<file path="src/rtl/jtframe_rom_arb_pkg.sv">
// +----------------------------------------------------------------------------+
// | jtframe_arb_pkg : state encoding and default timing for the ROM arbiter     |
// | Revision: 1.0                                                               |
// +----------------------------------------------------------------------------+
`default_nettype none

package jtframe_arb_pkg;

  localparam logic [1:0] ST_IDLE      = 2'd0;
  localparam logic [1:0] ST_WAIT_ACK  = 2'd1;
  localparam logic [1:0] ST_WAIT_DATA = 2'd2;

  typedef enum logic [1:0] {
    IDLE      = ST_IDLE,
    WAIT_ACK  = ST_WAIT_ACK,
    WAIT_DATA = ST_WAIT_DATA
  } arb_state_t;

  localparam int DEF_RFSH_PERIOD = 384;
  localparam int DEF_READY_DLY   = 16;

endpackage

`default_nettype wire

</file>
<file path="src/rtl/jtframe_rom_arb_rr_pick.sv">
// +----------------------------------------------------------------------------+
// | jtframe_rr_pick : combinational round-robin picker, search starts at ptr    |
// | Revision: 1.0                                                               |
// +----------------------------------------------------------------------------+
`default_nettype none

module jtframe_rr_pick #(
  parameter int N  = 3,
  parameter int PW = (N > 1) ? $clog2(N) : 1
) (
  input  logic [N-1:0]  valid,
  input  logic [PW-1:0] ptr,
  output logic          any,
  output logic [N-1:0]  onehot
);

  logic found;

  assign any = |valid;

  // Step i of the search looks at client (ptr+i) mod N; the first hit wins.
  always_comb begin
    onehot = '0;
    found  = 1'b0;
    for (int i = 0; i < N; i++) begin
      for (int j = 0; j < N; j++) begin
        if (!found && valid[j] &&
            ((int'(ptr) + i == j) || (int'(ptr) + i == j + N))) begin
          onehot[j] = 1'b1;
          found     = 1'b1;
        end
      end
    end
  end

endmodule

`default_nettype wire

</file>
<file path="src/rtl/jtframe_rom_arb.sv">
// +----------------------------------------------------------------------------+
// | jtframe_rom_arb : round-robin SDRAM read arbiter for romrq clients+refresh  |
// | Revision: 1.0                                                               |
// +----------------------------------------------------------------------------+
`default_nettype none

module jtframe_rom_arb
  import jtframe_arb_pkg::*;
#(
  parameter int N           = 3,
  parameter int AW          = 22,
  parameter int RFSH_PERIOD = DEF_RFSH_PERIOD,
  parameter int READY_DLY   = DEF_READY_DLY
) (
  input  logic            clk,
  input  logic            rst_n,
  input  logic            downloading,
  input  logic            loop_rst,
  input  logic [N-1:0]    req,
  input  logic [N*AW-1:0] addr,
  output logic [N-1:0]    data_sel,
  output logic            sdram_req,
  output logic [AW-1:0]   sdram_addr,
  input  logic            sdram_ack,
  input  logic            data_rdy,
  output logic            refresh_en,
  input  logic            rfsh_ack,
  output logic            ready
);

  localparam int PW = (N > 1) ? $clog2(N) : 1;
  localparam int CW = (RFSH_PERIOD > 1) ? $clog2(RFSH_PERIOD) : 1;
  localparam int RW = $clog2(READY_DLY + 1);
  localparam logic [CW-1:0] RFSH_LOAD = CW'(RFSH_PERIOD - 1);
  localparam logic [RW-1:0] RDY_LAST  = RW'(READY_DLY - 1);

  arb_state_t    state;
  logic [PW-1:0] ptr;
  logic [CW-1:0] rfsh_cnt;
  logic          rfsh_pend;
  logic [RW-1:0] rdy_cnt;

  logic [N-1:0]  valid;
  logic [N-1:0]  pick_oh;
  logic          pick_any;
  logic [AW-1:0] pick_addr;
  logic [PW-1:0] pick_next;
  logic          clear;
  logic          done;
  logic          grant_ok;

  assign clear = downloading | loop_rst;

  // data_sel still marks the served client during its data_rdy cycle,
  // which keeps it out of the back-to-back pick while its req decays.
  assign valid    = req & ~data_sel;
  assign done     = (state != IDLE) && data_rdy;
  assign grant_ok = !rfsh_pend && pick_any;

  assign refresh_en = (state == IDLE) && (rfsh_pend || !pick_any);

  jtframe_rr_pick #(
    .N  (N),
    .PW (PW)
  ) u_pick (
    .valid  (valid),
    .ptr    (ptr),
    .any    (pick_any),
    .onehot (pick_oh)
  );

  always_comb begin
    pick_addr = '0;
    pick_next = '0;
    for (int j = 0; j < N; j++) begin
      if (pick_oh[j]) begin
        pick_addr = addr[j*AW +: AW];
        pick_next = (j == N - 1) ? '0 : PW'(j + 1);
      end
    end
  end

  always_ff @(posedge clk or negedge rst_n) begin
    if (!rst_n) begin
      state      <= IDLE;
      data_sel   <= '0;
      sdram_req  <= 1'b0;
      sdram_addr <= '0;
      rfsh_pend  <= 1'b0;
      rfsh_cnt   <= RFSH_LOAD;
      ptr        <= '0;
      ready      <= 1'b0;
      rdy_cnt    <= '0;
    end else if (clear) begin
      state      <= IDLE;
      data_sel   <= '0;
      sdram_req  <= 1'b0;
      sdram_addr <= '0;
      rfsh_pend  <= 1'b0;
      rfsh_cnt   <= RFSH_LOAD;
      ptr        <= '0;
      ready      <= 1'b0;
      rdy_cnt    <= '0;
    end else begin
      // A new period starting on the ack cycle keeps the request pending.
      if (rfsh_cnt == '0) begin
        rfsh_cnt  <= RFSH_LOAD;
        rfsh_pend <= 1'b1;
      end else begin
        rfsh_cnt <= rfsh_cnt - 1'b1;
        if (rfsh_ack) rfsh_pend <= 1'b0;
      end

      if (!ready) begin
        rdy_cnt <= rdy_cnt + 1'b1;
        if (rdy_cnt == RDY_LAST) ready <= 1'b1;
      end

      if ((state == IDLE || done) && grant_ok) begin
        state      <= WAIT_ACK;
        sdram_req  <= 1'b1;
        sdram_addr <= pick_addr;
        data_sel   <= pick_oh;
        ptr        <= pick_next;
      end else if (done) begin
        state     <= IDLE;
        sdram_req <= 1'b0;
        data_sel  <= '0;
      end else if (state == WAIT_ACK && sdram_ack) begin
        state     <= WAIT_DATA;
        sdram_req <= 1'b0;
      end else if (state != IDLE && state != WAIT_ACK && state != WAIT_DATA) begin
        state <= IDLE;
      end
    end
  end

endmodule

`default_nettype wire
</file>
<file path="config.mk">
export PLATFORM = sky130hd
export DESIGN_NAME = jtframe_rom_arb
export DESIGN_NICKNAME = d
export VERILOG_FILES = /design/src/rtl/jtframe_rom_arb_pkg.sv /design/src/rtl/jtframe_rom_arb_rr_pick.sv /design/src/rtl/jtframe_rom_arb.sv
export SDC_FILE = /design/constraint.sdc
export NUM_CORES = 1
export LEC_CHECK = 0
export BUFFER_PORTS_ARGS = -buffer_cell sky130_fd_sc_hd__clkbuf_2
export CAP_MARGIN = 20
export CORE_AREA = 8 8 80 82
export DETAILED_ROUTE_END_ITERATION = 16
export DIE_AREA = 0 0 88 90
export HOLD_SLACK_MARGIN = 0.05
export PLACE_DENSITY = 0.93
export RECOVER_POWER = 50
export SLEW_MARGIN = 30
export SYNTH_ARGS = -nofsm -noshare
export SYNTH_HDL_FRONTEND = slang
export SYNTH_SLANG_ARGS = --single-unit
</file>
<file path="constraint.sdc">
create_clock -name clk -period 3.25 [get_ports clk]
set_input_delay 0.325 -clock clk [delete_from_list [all_inputs] [get_ports clk]]
set_output_delay 0.325 -clock clk [all_outputs]
set_load 0.03 [all_outputs]
</file>
; Yosys cells after proc, flatten, opt, wreduce, memory -nomap -nowiden
; Cells that the tools add are included.
[totals]
n_memories = 0
latchBits = 0
ram_bits = 0
out_inout_bits = 28
reg_bits = 46
mem_bits_ro = 0
elab_cells = 137
input_bits = 76
[op_classes]
n_addsub = 4
order_cmp = 0
n_div = 0
shifts = 0
n_eq_ne = 18
bitwise_logic = 3
multipliers = 0
muxes = 48
n_reduce_logical = 55
[ops]
columns = op, n
row1 = 32-bit by 3-bit equality test with 1-bit output (second input constant), 4
row2 = 32-bit by 4-bit equality test with 1-bit output (second input constant), 4
row3 = 22-bit 2-to-1 mux, 5
row4 = 32-bit logical NOT, 3
row5 = 32-bit by 2-bit equality test with 1-bit output (second input constant), 2
row6 = 1-bit 2-to-1 mux, 27
row7 = 1-bit logical AND, 24
row8 = 2-bit 2-to-1 mux, 9
row9 = 9-bit 2-to-1 mux, 2
row10 = 1-bit logical NOT, 10
row11 = 5-bit 2-to-1 mux, 2
row12 = 9-bit logical NOT, 1
row13 = 1-bit logical OR, 9
row14 = 3-bit 2-to-1 mux, 3
row15 = 9-bit by 1-bit subtractor with 9-bit output (second input constant), 1
row16 = 3-bit nonzero test, 2
row17 = 5-bit by 1-bit adder with 5-bit output (second input constant), 1
row18 = 5-bit by 4-bit equality test with 1-bit output (second input constant), 1
row19 = 5-bit nonzero test, 1
row20 = 2-bit by 1-bit equality test with 1-bit output (second input constant), 2
row21 = 2-bit equality test (second input constant), 2
row22 = 2-bit by 1-bit inequality test with 1-bit output (second input constant), 2
row23 = 2-bit nonzero test, 2
row24 = 4-bit nonzero test, 1
row25 = other kinds (8), 8

; Depth between registers and ports, before layout
[logic_depth]
word_depth = 39
depth_mapped = 8
ltp_nobuf = 7

; Hierarchy
; A second synthesis with hierarchy kept.
[hier_totals]
hier_cells = 263
area_unflattened_um2 = 2546.2
[by_module_without_submodules]
columns = module, area_per_inst_um2, seq_area_each_um2, n_inst, cells_per_inst
row1 = jtframe_rom_arb, 2417.3, 1161.1, 1, 247
row2 = jtframe_rr_pick, 128.9, 0.0, 1, 16

; Least setup slack after synthesis
; OpenSTA, ideal clock, no wires.
[synth_timing]
path_type = register to register
startpoint = register data_sel[2]
endpoint = register sdram_req
path_stages_with_launch = 6
synth_period_minus_slack_ps = 2152
t_arrival_ps = 2084
setup_slack_ps = 1098
setup_ps = 69
n_path_buf = 0
required_time_ps = 3181
cell_sequence = dfrtp_1 nand2b_1 a31oi_1 nor3_1 o21a_1 a32o_1
[synth_between]
elab_chain_len = 7
elab_cells_between_ends = 8
classes_between = 2 x mux / 2 x bitwise / 4 x reduce/logical
[synth_lines]
columns = element, line_no
row1 = start: declaration, jtframe_rom_arb.sv:21  ; output logic [N-1:0] data_sel,
row2 = start signal: assignment, jtframe_rom_arb.sv:123  ; data_sel <= pick_oh;
row3 = 3-bit NOT (*), jtframe_rom_arb.sv:56  ; assign valid = req & ~data_sel;
row4 = 3-bit AND (*), jtframe_rom_arb.sv:56
row5 = 3-bit OR reduction (*), jtframe_rom_arb_rr_pick.sv:19  ; assign any = |valid;
row6 = 1-bit logical AND (*), jtframe_rom_arb.sv:58  ; assign grant_ok = !rfsh_pend && pick_any;
row7 = 1-bit logical AND (*), jtframe_rom_arb.sv:119  ; if ((state == IDLE || done) && grant_ok) begin
row8 = 1-bit 2-to-1 mux, jtframe_rom_arb.sv:119
row9 = 1-bit 2-to-1 mux, jtframe_rom_arb.sv:94  ; end else if (clear) begin
row10 = end signal: assignment, jtframe_rom_arb.sv:97  ; sdram_req <= 1'b0;
row11 = end signal: assignment, jtframe_rom_arb.sv:121  ; sdram_req <= 1'b1;
row12 = end signal: assignment, jtframe_rom_arb.sv:127  ; sdram_req <= 1'b0;
row13 = end: declaration, jtframe_rom_arb.sv:22  ; output logic sdram_req,
; Mark *: on every way between the ends. The rest lies on a longest branch, timed or not.
; A chain may end at the register's enable or synchronous reset.

; Worst setup path in the final report
[layout_timing]
startpoint = register ptr[0]
endpoint = register sdram_addr[16]
[layout_between]
elab_chain_len = 39
elab_cells_between_ends = 71
classes_between = 2 x add/sub / 13 x eq/ne / 21 x mux / 35 x reduce/logical
[layout_lines]
columns = element, line_no
row1 = start: declaration, jtframe_rom_arb.sv:38  ; logic [PW-1:0] ptr;
row2 = start signal: assignment, jtframe_rom_arb.sv:124  ; ptr <= pick_next;
row3 = 32-bit logical NOT or 2-bit by 1-bit equality test with 1-bit output (tied branches), jtframe_rom_arb_rr_pick.sv:28  ; ((int'(ptr) + i == j) || (int'(ptr) + i == j + N))) begin
row4 = 1-bit logical OR, jtframe_rom_arb_rr_pick.sv:28
row5 = 1-bit logical AND, jtframe_rom_arb_rr_pick.sv:27  ; if (!found && valid[j] &&
row6 = 1-bit 2-to-1 mux, jtframe_rom_arb_rr_pick.sv:27
row7 = 1-bit logical NOT, jtframe_rom_arb_rr_pick.sv:27
row8 = 1-bit logical AND (2 in series), jtframe_rom_arb_rr_pick.sv:27
row9 = 1-bit 2-to-1 mux, jtframe_rom_arb_rr_pick.sv:27
row10 = 1-bit logical NOT, jtframe_rom_arb_rr_pick.sv:27
row11 = (+20 left out), n/a
row12 = 1-bit logical AND (2 in series), jtframe_rom_arb_rr_pick.sv:27
row13 = 1-bit 2-to-1 mux, jtframe_rom_arb_rr_pick.sv:27
row14 = 1-bit logical NOT, jtframe_rom_arb_rr_pick.sv:27
row15 = 1-bit logical AND (2 in series), jtframe_rom_arb_rr_pick.sv:27
row16 = 1-bit 2-to-1 mux, jtframe_rom_arb_rr_pick.sv:27
row17 = 22-bit 2-to-1 mux (*), jtframe_rom_arb.sv:76  ; if (pick_oh[j]) begin
row18 = 22-bit 2-to-1 mux (*), jtframe_rom_arb.sv:119
row19 = 22-bit 2-to-1 mux (*), jtframe_rom_arb.sv:94
row20 = end signal: assignment, jtframe_rom_arb.sv:122  ; sdram_addr <= pick_addr;
row21 = end: declaration, jtframe_rom_arb.sv:23  ; output logic [AW-1:0] sdram_addr,
; Mark *: on every way between the ends. The rest lies on a longest branch, timed or not. The select of a mux whose other input is x is not followed.

==> run metrics <==
status finished, violations left; failing checks capacitance limit, slew limit; Ys Warns 0; leak pwr 1.504 nW; ys flop type dfrtp_1; Clock Sinks 46; class of the worst hold path in -> reg; post-synthesis async set-or-reset flop share 100.0%; Area contributors post-synth dfrtp_1 37%, dfstp_2 8.1%, a2bb2oi_1 7.8%; CTS Root Buffer Type clkbuf_8; critical-path maximum fanout 23; Ant. Diodes 0; worst reg2reg path depth 8; Cell Area, Synth 2591 um2; hold path start data_rdy; Setup crit end kind flop; clk_lat worst skew 0.30 ns; Buf+Inv Stages, Crit Path 2; Reg-to-Reg End sdram_addr[16]$_DFFE_PN0P_; FF-to-FF setup slack 0.90 ns; Total Routing Usage GR 19.35%; Yosys top cell area share 36.70%; Register Area 1161 um2; crit path launch type flop; number of synthesized register bits 46; hold depth 3; clk slew on worst S/H paths 0.08 ns; number of max-cap violations 1; Area Overhead vs Synth 26.41%; CP max stage delay 0.65 ns; Die Span Y 90 um; critical-path cell list inv_1 > ha_1 > nand3b_1 > nand2b_1 > buf_4 > nor2_2 > o21ai_0 > a21oi_1; Distinct cells, synth 40; count of hold-fix buffers inserted at cts 0; Mapped Avg Cell Area 9.457 um2; setup TNS 0 ns; Max Transition Viols Final 33; Slew @ Worst Pin 1.747 ns; power per cell area 408.4 nW/um2; Cell Area, Placed 3158 um2; Inserted Clock Buffers 5; Top-Level Pins 104; htree depth 2; vias in the first global route 2800; row cnt 27; final instance area 3276 um2; Final Skew 0.005642 ns; Final Critical Period 2.349 ns; DRC violations left 0; post-synthesis sequential area ratio 44.81%; Initial DRT Pass Iterations 6; via count 2602; synth cell count leaders 38 x dfrtp_1, 29 x a21oi_1, 27 x nor3_1, 23 x a2bb2oi_1; Crit path max-delay family simple AND/OR/NAND/NOR gates; reg-to-reg critical path startpoint ptr[0]$_DFFE_PN0P_; RSZ-0062 raised after global routing false; Max-slew headroom -16.48%; VDD IR max 250.0 uV; gr ovfl total 0; vias per inst 5.860; Multi-input gate area 1331 um2; drt total wl 7.548 mm; CP required 3.48 ns; final cycle utilization of the critical path 72.28%; IO buf count 103; Die X 88 um; crit path DAT 2.58 ns; DP Wirelength 5.380 mm; FMAX 0.4257 GHz; CTS tree built; Layout fillers 430; WL/cell 17.00 um; initial drt markers 170; share of cells above drive strength 1 31.99%; largest net degree at the start of global routing 45; Slowest-stage cell, CP nor2_2; die area 7920 um2; Setup Viol. Count Final 0; setup bufs post-CTS 0; cell count after synthesis 274; clk buf depth 2; core box area 5236 um2; GPL Wtd Cong 0.9165; EDFF count, synth 0; number of gates resized after cts 0; Synthesized Nets 355; Final Hold Vio Count 0; Starting Density 49.49%; ANT nets after route 0; antenna violations before repair 0; # nets final 452; WS Path Type reg -> reg; Worst Hold End state[0]$_DFFE_PN0P_; area leader, netlist dfrtp_1; first-pass GRT wire length 12.54 mm; most common cell in the netlist dfrtp_1
worst min-delay path, stage by stage:
cell and delay, ns:
clkbuf_2 0.10, nand3_1 0.07, o31ai_1 0.06
power breakdown:
part	switching [mW]	internal, mW	leakage (nW)
sequential	0.0199	0.595	0.604
combinational	0.186	0.115	0.847
clock	0.192	0.230	0.0524
logic make-up after synthesis:
logic type,after synthesis,share of synthesized area [%]
xor+xnor,9,3.042
fa+ha+maj,5,2.414
simple gates,76,15.21
flops,46,44.81
compound gates,111,29.46
buf+inv,25,4.297
mux,2,0.7726
layout by cell type, fill, tap and decap left out, types with 2 or more instances in the layout:
| cell type | instances |
|---|---|
| a21oi_1 | 28 |
| a22oi_1 | 22 |
| a2bb2oi_1 | 22 |
| a32o_1 | 3 |
| and2_1 | 2 |
| buf_4 | 4 |
| clkbuf_1 | 13 |
| clkbuf_2 | 93 |
| clkbuf_8 | 5 |
| dfrtp_1 | 38 |
| dfstp_2 | 7 |
| ha_1 | 5 |
| inv_1 | 6 |
| mux2i_1 | 2 |
| nand2_1 | 10 |
| nand2b_1 | 5 |
| nand3_1 | 3 |
| nand3b_1 | 4 |
| nor2_1 | 15 |
| nor2b_1 | 2 |
| nor3_1 | 27 |
| o21a_1 | 2 |
| o21ai_0 | 22 |
| o31ai_1 | 2 |
| xnor2_1 | 3 |
| xor2_1 | 6 |
flip-flops by register name, indices dropped and copies added, names as in the netlist:
signal      cells
ptr             2
sdram_addr     22
data_sel        3
ready           1
rdy_cnt         5
rfsh_cnt        9
state           2
sdram_req       1
rfsh_pend       1
metal layers:
layer,part of all wire [%],track usage (%)
met5,0,0
met3,6.9,4.914
met1,42,23.16
met4,1.4,6.600
met2,50,32.33
per-stage QoR:
step	worst slack (ns)	instances	util (%)	power, mW	hold WS [ns]
2_1_floorplan	1.098	274	-	0.8078	0.02941
3_3_place_gp	0.6836	435	60.26	0.9147	0.4384
3_5_place_dp	0.9648	435	60.31	0.9251	0.4455
4_1_cts	0.9509	443	62.34	1.345	0.1321
5_1_grt	0.6700	444	62.56	1.399	0.3209
6_report	0.9010	444	62.56	1.338	0.2937
area by class of cell:
class                   instances  area share [%]
well taps                      72           2.750
repair buffers                109           17.23
clock inverters                 1          0.9167
clock buffers                   7           2.330
flip-flops and latches         46           35.45
inverters                       6          0.6875
multi-input cells             203           40.64
worst max path at each step:
stage / slack [ns] / end / startpoint / cells past startpoint
final: 0.90 / sdram_addr[16]$_DFFE_PN0P_ / ptr[0]$_DFFE_PN0P_ / 8
after global routing: 0.67 / sdram_addr[21]$_DFFE_PN0P_ / ptr[0]$_DFFE_PN0P_ / 8
after CTS: 0.95 / sdram_addr[19]$_DFFE_PN0P_ / ptr[0]$_DFFE_PN0P_ / 8
after detailed placement: 0.96 / sdram_addr[21]$_DFFE_PN0P_ / ptr[0]$_DFFE_PN0P_ / 8
after global placement: 0.68 / sdram_addr[19]$_DFFE_PN0P_ / ptr[0]$_DFFE_PN0P_ / 8
after floorplan: 1.10 / sdram_req$_DFFE_PN0P_ / data_sel[2]$_DFFE_PN0P_ / 5
No activity file was read; power rests on OpenSTA's default activity.
